==> src/rtl/alu_seq_n_bits.sv <==
// alu_seq_n_bits: registered N-bit ALU with a start/done handshake.
// Single-cycle ops finish one cycle after acceptance. Multiply uses
// shift-add and divide/modulo use restoring division, one bit per cycle,
// so those ops take N+1 cycles. All results and flags are registered and
// hold until the next done pulse.
module alu_seq_n_bits #(
    parameter int N = 4
) (
    input  logic         clk,
    input  logic         rst_n,
    input  logic         start,
    input  logic [3:0]   op,
    input  logic [N-1:0] a,
    input  logic [N-1:0] b,
    output logic         ready,
    output logic         busy,
    output logic         done,
    output logic [N-1:0] result,
    output logic [N-1:0] result_hi,
    output logic         v,
    output logic         c,
    output logic         n,
    output logic         z,
    output logic         div_zero
);

    localparam int CW = (N > 2) ? $clog2(N) : 1;
    localparam logic [CW-1:0] CNT_LAST = CW'(N - 1);
    localparam logic [N-1:0]  N_LIM    = N'(N);

    localparam logic [3:0] OP_ADD = 4'd0;
    localparam logic [3:0] OP_SUB = 4'd1;
    localparam logic [3:0] OP_AND = 4'd2;
    localparam logic [3:0] OP_OR  = 4'd3;
    localparam logic [3:0] OP_XOR = 4'd4;
    localparam logic [3:0] OP_LSR = 4'd5;
    localparam logic [3:0] OP_LSL = 4'd6;
    localparam logic [3:0] OP_MOD = 4'd7;
    localparam logic [3:0] OP_MUL = 4'd8;
    localparam logic [3:0] OP_DIV = 4'd9;

    typedef enum logic [2:0] {
        S_IDLE = 3'd0,
        S_EXEC = 3'd1,
        S_MUL  = 3'd2,
        S_DIV  = 3'd3,
        S_FIN  = 3'd4
    } state_t;

    state_t          state_r;
    logic [3:0]      op_r;
    logic [N-1:0]    a_r;
    logic [N-1:0]    b_r;
    logic [N-1:0]    acc_hi_r;
    logic [N-1:0]    acc_lo_r;
    logic [CW-1:0]   cnt_r;

    logic            ready_r;
    logic            busy_r;
    logic            done_r;
    logic [N-1:0]    result_r;
    logic [N-1:0]    result_hi_r;
    logic            v_r;
    logic            c_r;
    logic            n_r;
    logic            z_r;
    logic            dz_r;

    logic [N-1:0]    res_s;
    logic [N-1:0]    res_hi_s;
    logic            v_s;
    logic            c_s;
    logic            dz_s;
    logic [N:0]      add_s;
    logic [N-1:0]    bx_s;
    logic [N:0]      mul_sum_s;
    logic [N:0]      div_shift_s;
    logic [N:0]      div_trial_s;

    // One iteration of shift-add multiply and restoring division on the accumulator.
    always_comb begin
        mul_sum_s   = {1'b0, acc_hi_r} + (acc_lo_r[0] ? {1'b0, a_r} : {(N+1){1'b0}});
        div_shift_s = {acc_hi_r, acc_lo_r[N-1]};
        div_trial_s = div_shift_s - {1'b0, b_r};
    end

    // Final result and flags for the latched op; mul/div read the finished accumulator.
    always_comb begin
        res_s    = {N{1'b0}};
        res_hi_s = {N{1'b0}};
        v_s      = 1'b0;
        c_s      = 1'b0;
        dz_s     = 1'b0;
        bx_s     = b_r;
        add_s    = {(N+1){1'b0}};
        case (op_r)
            OP_ADD: begin
                bx_s  = b_r;
                add_s = {1'b0, a_r} + {1'b0, bx_s};
                res_s = add_s[N-1:0];
                c_s   = add_s[N];
                v_s   = (a_r[N-1] == bx_s[N-1]) && (add_s[N-1] != a_r[N-1]);
            end
            OP_SUB: begin
                bx_s  = ~b_r;
                add_s = {1'b0, a_r} + {1'b0, bx_s} + {{N{1'b0}}, 1'b1};
                res_s = add_s[N-1:0];
                c_s   = add_s[N];
                v_s   = (a_r[N-1] == bx_s[N-1]) && (add_s[N-1] != a_r[N-1]);
            end
            OP_AND: res_s = a_r & b_r;
            OP_OR:  res_s = a_r | b_r;
            OP_XOR: res_s = a_r ^ b_r;
            OP_LSR: begin
                if (b_r >= N_LIM) begin
                    res_s = {N{1'b0}};
                end else begin
                    res_s = a_r >> b_r;
                end
            end
            OP_LSL: begin
                if (b_r >= N_LIM) begin
                    res_s = {N{1'b0}};
                end else begin
                    res_s = a_r << b_r;
                end
            end
            OP_MUL: begin
                res_s    = acc_lo_r;
                res_hi_s = acc_hi_r;
                c_s      = |acc_hi_r;
                v_s      = |acc_hi_r;
            end
            OP_DIV: begin
                if (b_r == {N{1'b0}}) begin
                    dz_s = 1'b1;
                end else begin
                    res_s    = acc_lo_r;
                    res_hi_s = acc_hi_r;
                end
            end
            OP_MOD: begin
                if (b_r == {N{1'b0}}) begin
                    dz_s = 1'b1;
                end else begin
                    res_s = acc_hi_r;
                end
            end
            default: begin
                res_s = {N{1'b0}};
            end
        endcase
    end

    // Control FSM: accepts requests, iterates mul/div, and registers results on done.
    always_ff @(posedge clk or negedge rst_n) begin
        if (!rst_n) begin
            state_r     <= S_IDLE;
            op_r        <= 4'd0;
            a_r         <= {N{1'b0}};
            b_r         <= {N{1'b0}};
            acc_hi_r    <= {N{1'b0}};
            acc_lo_r    <= {N{1'b0}};
            cnt_r       <= {CW{1'b0}};
            ready_r     <= 1'b1;
            busy_r      <= 1'b0;
            done_r      <= 1'b0;
            result_r    <= {N{1'b0}};
            result_hi_r <= {N{1'b0}};
            v_r         <= 1'b0;
            c_r         <= 1'b0;
            n_r         <= 1'b0;
            z_r         <= 1'b0;
            dz_r        <= 1'b0;
        end else begin
            case (state_r)
                S_IDLE: begin
                    done_r <= 1'b0;
                    if (start && ready_r) begin
                        op_r    <= op;
                        a_r     <= a;
                        b_r     <= b;
                        cnt_r   <= {CW{1'b0}};
                        ready_r <= 1'b0;
                        if (op == OP_MUL) begin
                            state_r  <= S_MUL;
                            busy_r   <= 1'b1;
                            acc_hi_r <= {N{1'b0}};
                            acc_lo_r <= b;
                        end else if ((op == OP_DIV) || (op == OP_MOD)) begin
                            state_r  <= S_DIV;
                            busy_r   <= 1'b1;
                            acc_hi_r <= {N{1'b0}};
                            acc_lo_r <= a;
                        end else begin
                            state_r <= S_EXEC;
                        end
                    end
                end
                S_MUL: begin
                    acc_hi_r <= mul_sum_s[N:1];
                    acc_lo_r <= {mul_sum_s[0], acc_lo_r[N-1:1]};
                    cnt_r    <= cnt_r + {{(CW-1){1'b0}}, 1'b1};
                    if (cnt_r == CNT_LAST) begin
                        state_r <= S_FIN;
                        busy_r  <= 1'b0;
                    end
                end
                S_DIV: begin
                    // Restore (keep the shifted value) when the trial subtraction borrows.
                    if (!div_trial_s[N]) begin
                        acc_hi_r <= div_trial_s[N-1:0];
                        acc_lo_r <= {acc_lo_r[N-2:0], 1'b1};
                    end else begin
                        acc_hi_r <= div_shift_s[N-1:0];
                        acc_lo_r <= {acc_lo_r[N-2:0], 1'b0};
                    end
                    cnt_r <= cnt_r + {{(CW-1){1'b0}}, 1'b1};
                    if (cnt_r == CNT_LAST) begin
                        state_r <= S_FIN;
                        busy_r  <= 1'b0;
                    end
                end
                S_EXEC, S_FIN: begin
                    state_r     <= S_IDLE;
                    ready_r     <= 1'b1;
                    busy_r      <= 1'b0;
                    done_r      <= 1'b1;
                    result_r    <= res_s;
                    result_hi_r <= res_hi_s;
                    v_r         <= v_s;
                    c_r         <= c_s;
                    n_r         <= res_s[N-1];
                    z_r         <= (res_s == {N{1'b0}});
                    dz_r        <= dz_s;
                end
                default: begin
                    state_r <= S_IDLE;
                    ready_r <= 1'b1;
                    busy_r  <= 1'b0;
                    done_r  <= 1'b0;
                end
            endcase
        end
    end

    assign ready     = ready_r;
    assign busy      = busy_r;
    assign done      = done_r;
    assign result    = result_r;
    assign result_hi = result_hi_r;
    assign v         = v_r;
    assign c         = c_r;
    assign n         = n_r;
    assign z         = z_r;
    assign div_zero  = dz_r;

endmodule
==> config.mk <==
export PLATFORM = sky130hd
export DESIGN_NAME = alu_seq_n_bits
export DESIGN_NICKNAME = d
export VERILOG_FILES = /design/src/rtl/alu_seq_n_bits.sv
export SDC_FILE = /design/constraint.sdc
export NUM_CORES = 1
export LEC_CHECK = 0
export ABC_CLOCK_PERIOD_IN_PS = 6500
export CAP_MARGIN = 10
export CORE_ASPECT_RATIO = 1.25
export CORE_MARGIN = 3
export CORE_UTILIZATION = 35
export CTS_CLUSTER_SIZE = 14
export DETAILED_ROUTE_END_ITERATION = 12
export SLEW_MARGIN = 20
export SYNTH_ARGS = -nofsm -noshare
export SYNTH_HDL_FRONTEND = slang
export SYNTH_SLANG_ARGS = --single-unit
==> constraint.sdc <==
create_clock -name clk -period 6.5 [get_ports clk]
set_clock_uncertainty 0.05 [all_clocks]
set_input_delay 0.65 -clock clk [delete_from_list [all_inputs] [get_ports clk]]
set_output_delay 0.65 -clock clk [all_outputs]
set_load 0.01 [all_outputs]
==> impl_results.md, run 1 <==
- Status: finished, final reports clean
- Cell area power density: 511 nW/um^2
- Io pins: 31
- Setup violations, final: 0
- Synth async-reset ratio: 1.00
- # resized after CTS: 0
- # DRC: 0
- Crit share post-route: 0.440
- Initial antenna violation count: 0
- FMAX: 349 MHz
- Slowest CP cell: dfrtp_1
- Worst setup SP type: register
- Worst Max-Slew Pin Slew: 898 ps
- Area of the multi-input gates: 1810 um^2
- Vias in the first global route: 2,593
- CP max stage delay: 620 ps
- Most numerous cell in the Yosys netlist: nand2_1
- Most instantiated cells after synthesis: nand2_1 (69), dfrtp_1 (39), o21ai_0 (27)
- Final Hold Viols: 0
- GRT Residual Overflow: 0
- Antenna viol nets, final: 0
- Fin Setup TNS: 0 ps
- GPL Wtd Cong: 0.910
- Drt wl/cell: 16.6 um
- Worst-path clk slew: 80 ps
- Chip Height: 109 um
- Total track usage: 0.171
- Non-Filler Instances: 460
- Minimum clock period: 2860 ps
- Fillers: 821
- Total routed wirelength: 7650 um
- IO Port Bufs: 30
- Seq/Total Area, Yosys: 0.339
- Top FF cell, synth: dfrtp_1
- MaxCap Viol Count: 0
- Synth Register Bits: 40
- Pre-CTS setup slack: 3630 ps
- Top cells by area, synth: dfrtp_1 (33%), ha_1 (9.3%), nand2_1 (8.8%), o21ai_0 (4.6%), mux2i_1 (3.4%)
- Peak supply drop: 0.221 mV
- Mapped Area: 2960 um^2
- Nets: 405
- HP Class: in2async
- First DRT Iteration DRCs: 203
- Root Buffer: clkbuf_8
- Pre-antenna DRT Iters: 4
- Cells after Synth: 344
- Area grow syn2layout: 14.6%
- Worst EP required: 6680 ps
- Worst rel slew slack: 0.399
- Post-synth EDFFs: 0
- Crit Path Category: reg2reg
- Clk buf depth: 2
- Worst path cell trace: inv_1 -> ha_1 -> a21o_1 -> a21oi_1 -> mux2i_1 -> xnor2_1 -> a2111oi_0 -> a32o_1
- Ant diodes: 0
- Setup bufs post-CTS: 0
- Unrepaired setup endpoints after global routing: false
- Share of cells above drive strength 1: 0.0603
- Die area: 9600 um^2
- Post-DP HPWL: 5880 um
- Largest net degree at the start of global routing: 41
- Syn Nets: 385
- Arrival time worst endpoint: 3040 ps
- Top-area cell type share of the netlist area: 0.330
- Yosys cell types: 59
- Crit-path max FO: 11
- Placed Instances: 452
- Worst setup margin: 3640 ps
- CTS buffer count: 5
- Pleak: 0.00152 uW
- Hold_buf cts: 0
- CTS tree: built
- H-tree depth reported by CTS: 2
- Die X: 88.2 um
- FP Rows: 36
- # clock sinks: 40
- Via Count: 2,574
- Core area: 8020 um^2
- Worst setup EP type: register
- YS warnings: 0
- Pins Over Slew Limit: 0
- Worst-Skew Late Latency: 290 ps
- Storage cell area: 1000 um^2
- Post-DR vias/cell: 5.60
- First-pass GRT wire length: 12,800 um
- Initial Util: 0.369
- Pwr Total: 1730 uW
- Avg Inst Size Synth: 8.60 um^2
- Yosys top cell by area: dfrtp_1
## worst max-delay path, delay by kind of cell, from the launching register on
kind / cells / cell delay [ps]
AOI/OAI and AO/OA: 4 / 1210
buffers and inverters: 1 / 260
xor gates and xnor gates: 1 / 160
adders and majority gates: 1 / 360
DFF: 1 / 620
muxes: 1 / 140
## state kept, by name, indices dropped and copies added (netlist names)
| register | flops |
|---|---|
| a_r | 4 |
| acc_hi_r | 4 |
| acc_lo_r | 4 |
| b_r | 4 |
| op_r | 4 |
| result | 4 |
| result_hi | 4 |
| state_r | 3 |
| cnt_r | 2 |
| busy | 1 |
| c | 1 |
| div_zero | 1 |
| done | 1 |
| ready | 1 |
| v | 1 |
| z | 1 |
## area by class of cell
cell class,instances,share of cell area
multi-input combinational,268,0.534
clock buffer,6,0.0244
timing repair buffer,30,0.0871
tap,95,0.0351
sequential,40,0.296
inverter,19,0.0210
clock inverter,2,0.00295
## per-stage QoR
stage / util / cell area (um^2) / hold slack, ps
after floorplan: - / 2960 / 304
after global placement: 0.411 / 3300 / 405
after CTS: 0.423 / 3390 / 424
after global routing: 0.423 / 3390 / 454
final: 0.423 / 3390 / 416
after detailed placement: 0.411 / 3300 / 407
## logic make-up (layout without fill, tap and decap cells)
group	count (synthesis)	after routing	synth area share
and+or+nand+nor	140	140	0.241
AOI/OAI and AO/OA	78	78	0.172
DFF	40	40	0.339
buffers and inverters	36	57	0.0491
adders and majority gates	26	26	0.120
muxes	15	15	0.0529
xor gates and xnor gates	9	9	0.0267
## per-layer routing
| metal | track usage | share of wire | vias to the layer above |
|---|---|---|---|
| met5 | 0 | 0 | - |
| met4 | 0.0864 | 0.040 | 0 |
| met3 | 0.0242 | 0.033 | 22 |
| met2 | 0.288 | 0.50 | 64 |
| met1 | 0.212 | 0.43 | 1228 |
| li1 | - | - | 1260 |
## report_power, final
group	internal [uW]	switching, uW	leakage [uW]	total, uW
sequential	354	218	0.000507	572
combinational	468	523	0.000965	992
clock	84.7	85.8	0.0000510	171
## cells in the final DEF, fill, tap and decap left out, types with 2 or more instances in the layout
cell type and count:
a211o_1 4, a21o_1 4, a21oi_1 13, a22o_1 2, a22oi_1 2, a31oi_1 2
a32o_1 2, a32oi_1 2, and2_1 5, and3_1 5, clkbuf_8 6, clkdlybuf4s50_1 29
clkinv_2 2, dfrtp_1 39, fa_1 4, ha_1 22, inv_1 19, mux2_2 5
mux2i_1 10, nand2_1 69, nand2b_1 2, nand3_1 7, nand4_1 3, nand4b_1 4
nor2_1 15, nor2b_1 3, nor3_1 8, nor3b_1 3, nor4_1 4, o211ai_1 2
o21ai_0 27, o22ai_1 5, o31ai_1 2, or4_1 2, xnor2_1 8
## worst paths after layout
path | to | slack, ps | startpoint | cells after the start
worst max-delay path | z | 3640 | b_r[1] | 8
worst min-delay path | c | 420 | rst_n | 1
worst max register to register | z | 3640 | b_r[1] | 8
worst min register to register | div_zero | 420 | div_zero | 2
max in group asynchronous | op_r[2] | 5430 | rst_n | 1
min in group clk | div_zero | 420 | div_zero | 2
Note: power is estimated with default switching activity, not from simulation.
==> run 2: changes to the inputs <==
--- a/config.mk
+++ b/config.mk
@@ -5,7 +5,7 @@
 export SDC_FILE = /design/constraint.sdc
 export NUM_CORES = 1
 export LEC_CHECK = 0
-export ABC_CLOCK_PERIOD_IN_PS = 6500
+export ABC_CLOCK_PERIOD_IN_PS = 2700
 export CAP_MARGIN = 10
 export CORE_ASPECT_RATIO = 1.25
 export CORE_MARGIN = 3
==> constraint.sdc (replaced) <==
create_clock -name clk -period 2.7 [get_ports clk]
set_clock_uncertainty 0.05 [all_clocks]
set_input_delay 0.27 -clock clk [delete_from_list [all_inputs] [get_ports clk]]
set_output_delay 0.27 -clock clk [all_outputs]
set_load 0.01 [all_outputs]
==> run 2 against run 1 <==
  * Final area rose by 4.5%
  * Largest power group unchanged
  * Utilization up 1.9 points
  * Hold slack lost 360 ps
  * Combinational power grew to 2.8 times the previous value
  * Clock power rose to 3.2 times the previous value
  * Maximum frequency grew 16%
  * Routed wire length up 4.6%
  * Die area is the same
  * Clock-buffer cell count up 1
  * Global-route usage up 0.39 points
  * Power increased to 2.6 times the previous value
==> impl_results.md, run 2 (synthesis gave the netlist of run 1 again) <==
- Ant diodes: 0
- Worst setup margin: 223 ps
- Hold Slack: 54.2 ps
- CTS tree: built
- Worst-Skew Late Latency: 300 ps
- First-pass GRT wire length: 13,200 um
- FP Rows: 36
- Peak supply drop: 0.518 mV
- Worst EP required: 2830 ps
- Worst-path clk slew: 80 ps
- Logic pwr share: 0.611
- Area grow syn2layout: 19.8%
- Vias in the first global route: 2,629
- RR Startpoint: b_r[3]
- Io pins: 31
- CP dominant cell by count: inv_1
- Buf/Inv on CP: 2
- Root Buffer: clkbuf_8
- FMAX: 404 MHz
- Pre-antenna DRT Iters: 4
- Die X: 88.2 um
- Total track usage: 0.175
- Pleak: 0.00162 uW
- Worst setup SP type: register
- IO Port Bufs: 30
- Worst rel slew slack: 0.385
- Minimum clock period: 2480 ps
- Share of cells above drive strength 1: 0.0997
- Slowest CP cell: or4b_2
- Hold_buf cts: 0
- Placed Instances: 468
- Initial antenna violation count: 0
- Worst path cell trace: inv_1 -> ha_1 -> inv_1 -> or4b_2 -> a21oi_1 -> a2111oi_0 -> a32o_1
- Antenna viol nets, final: 0
- Initial Util: 0.369
- GRT Residual Overflow: 0
- Unrepaired setup endpoints after global routing: false
- First DRT Iteration DRCs: 150
- Most common cell after layout, fill and taps aside: nand2_1
- Core area: 8020 um^2
- Fin Setup TNS: 0 ps
- Total routed wirelength: 8000 um
- Pins Over Slew Limit: 0
- Crit Path Category: reg2reg
- Clk buf depth: 2
- Switching share of power: 0.454
- Clock Power Share: 0.121
- # resized after CTS: 0
- Crit-path max FO: 7
- Commonest cells after routing, fill and taps aside: nand2_1 (69), dfrtp_1 (39), clkdlybuf4s50_1 (29)
- Critical path startpoint: b_r[3]
- Chip Height: 109 um
- P_int: 2440 uW
- Die area: 9600 um^2
- Seq pwr share: 0.267
- Fillers: 800
- Final Hold Viols: 0
- # clock sinks: 40
- HP Class: in2async
- Worst setup EP type: register
- Setup bufs post-CTS: 0
- Pre-CTS setup slack: 203 ps
- MaxCap Viol Count: 0
- Worst Max-Slew Pin Slew: 922 ps
- Nets: 421
- Post-DR vias/cell: 5.51
- Placed Area: 3420 um^2
- Non-Filler Instances: 476
- H-tree depth reported by CTS: 2
- CP top delay family: simple AND/OR/NAND/NOR gates
- GPL Wtd Cong: 0.932
- Largest net degree at the start of global routing: 41
- Setup violations, final: 0
- NetSw: 2030 uW
- Drt wl/cell: 16.8 um
- CP max stage delay: 610 ps
- Post-DP HPWL: 6190 um
- Status: finished, final reports clean
- CTS buffer count: 5
- Arrival time worst endpoint: 2600 ps
- # DRC: 0
- Crit share post-route: 0.918
- Cell area power density: 1260 nW/um^2
- Final instance area: 3540 um^2
- Area of the multi-input gates: 1810 um^2
- Storage cell area: 1000 um^2
- Via Count: 2,624
==> run 2: cell count changes in the layout (fill, tap and decap cells not counted) <==
cell,previous run,this run
buf_4,0,16
clkinv_2,2,0
bufinv_16,0,1
clkbuf_8,6,7
==> run 2: power groups by stage <==
| stage | combinational, uW | sequential, uW | clock, uW |
|---|---|---|---|
| CTS | 2740 | 1200 | 558 |
| finish | 2740 | 1200 | 544 |
| global route | 3070 | 1240 | 577 |
| global placement | 2710 | 1200 | 0 |
| floorplan | 1870 | 1160 | 0 |
| detailed placement | 2730 | 1210 | 0 |
==> run 2: per-layer routing <==
| metal | up-vias | part of all wire | global-route usage |
|---|---|---|---|
| met5 | - | 0 | 0 |
| met1 | 1255 | 0.43 | 0.228 |
| met4 | 0 | 0.035 | 0.0756 |
| met2 | 63 | 0.50 | 0.289 |
| met3 | 23 | 0.035 | 0.0227 |
| li1 | 1283 | - | - |
==> run 2: final timing paths <==
path                       slack, ps  depth (start not counted)      endpoint
min                               50                          1  result_hi[3]
max                              220                          7             z
min reg2reg                      420                          2             c
max reg2reg                      220                          7             z
min in group clk                 420                          2             c
max in group asynchronous       1960                          1    state_r[2]
==> run 2: final cells by class <==
type	count	share of cell area
Tap cell	95	0.0335
Inverter	19	0.0201
Sequential cell	40	0.283
Clock inverter	1	0.00847
Timing Repair Buffer	46	0.117
Multi-Input combinational cell	268	0.511
Clock buffer	7	0.0272
==> run 2: metrics by stage <==
step | util | power (uW)
floorplan | - | 3020
global placement | 0.426 | 3910
detailed placement | 0.426 | 3940
CTS | 0.442 | 4500
global route | 0.442 | 4890
finish | 0.442 | 4480
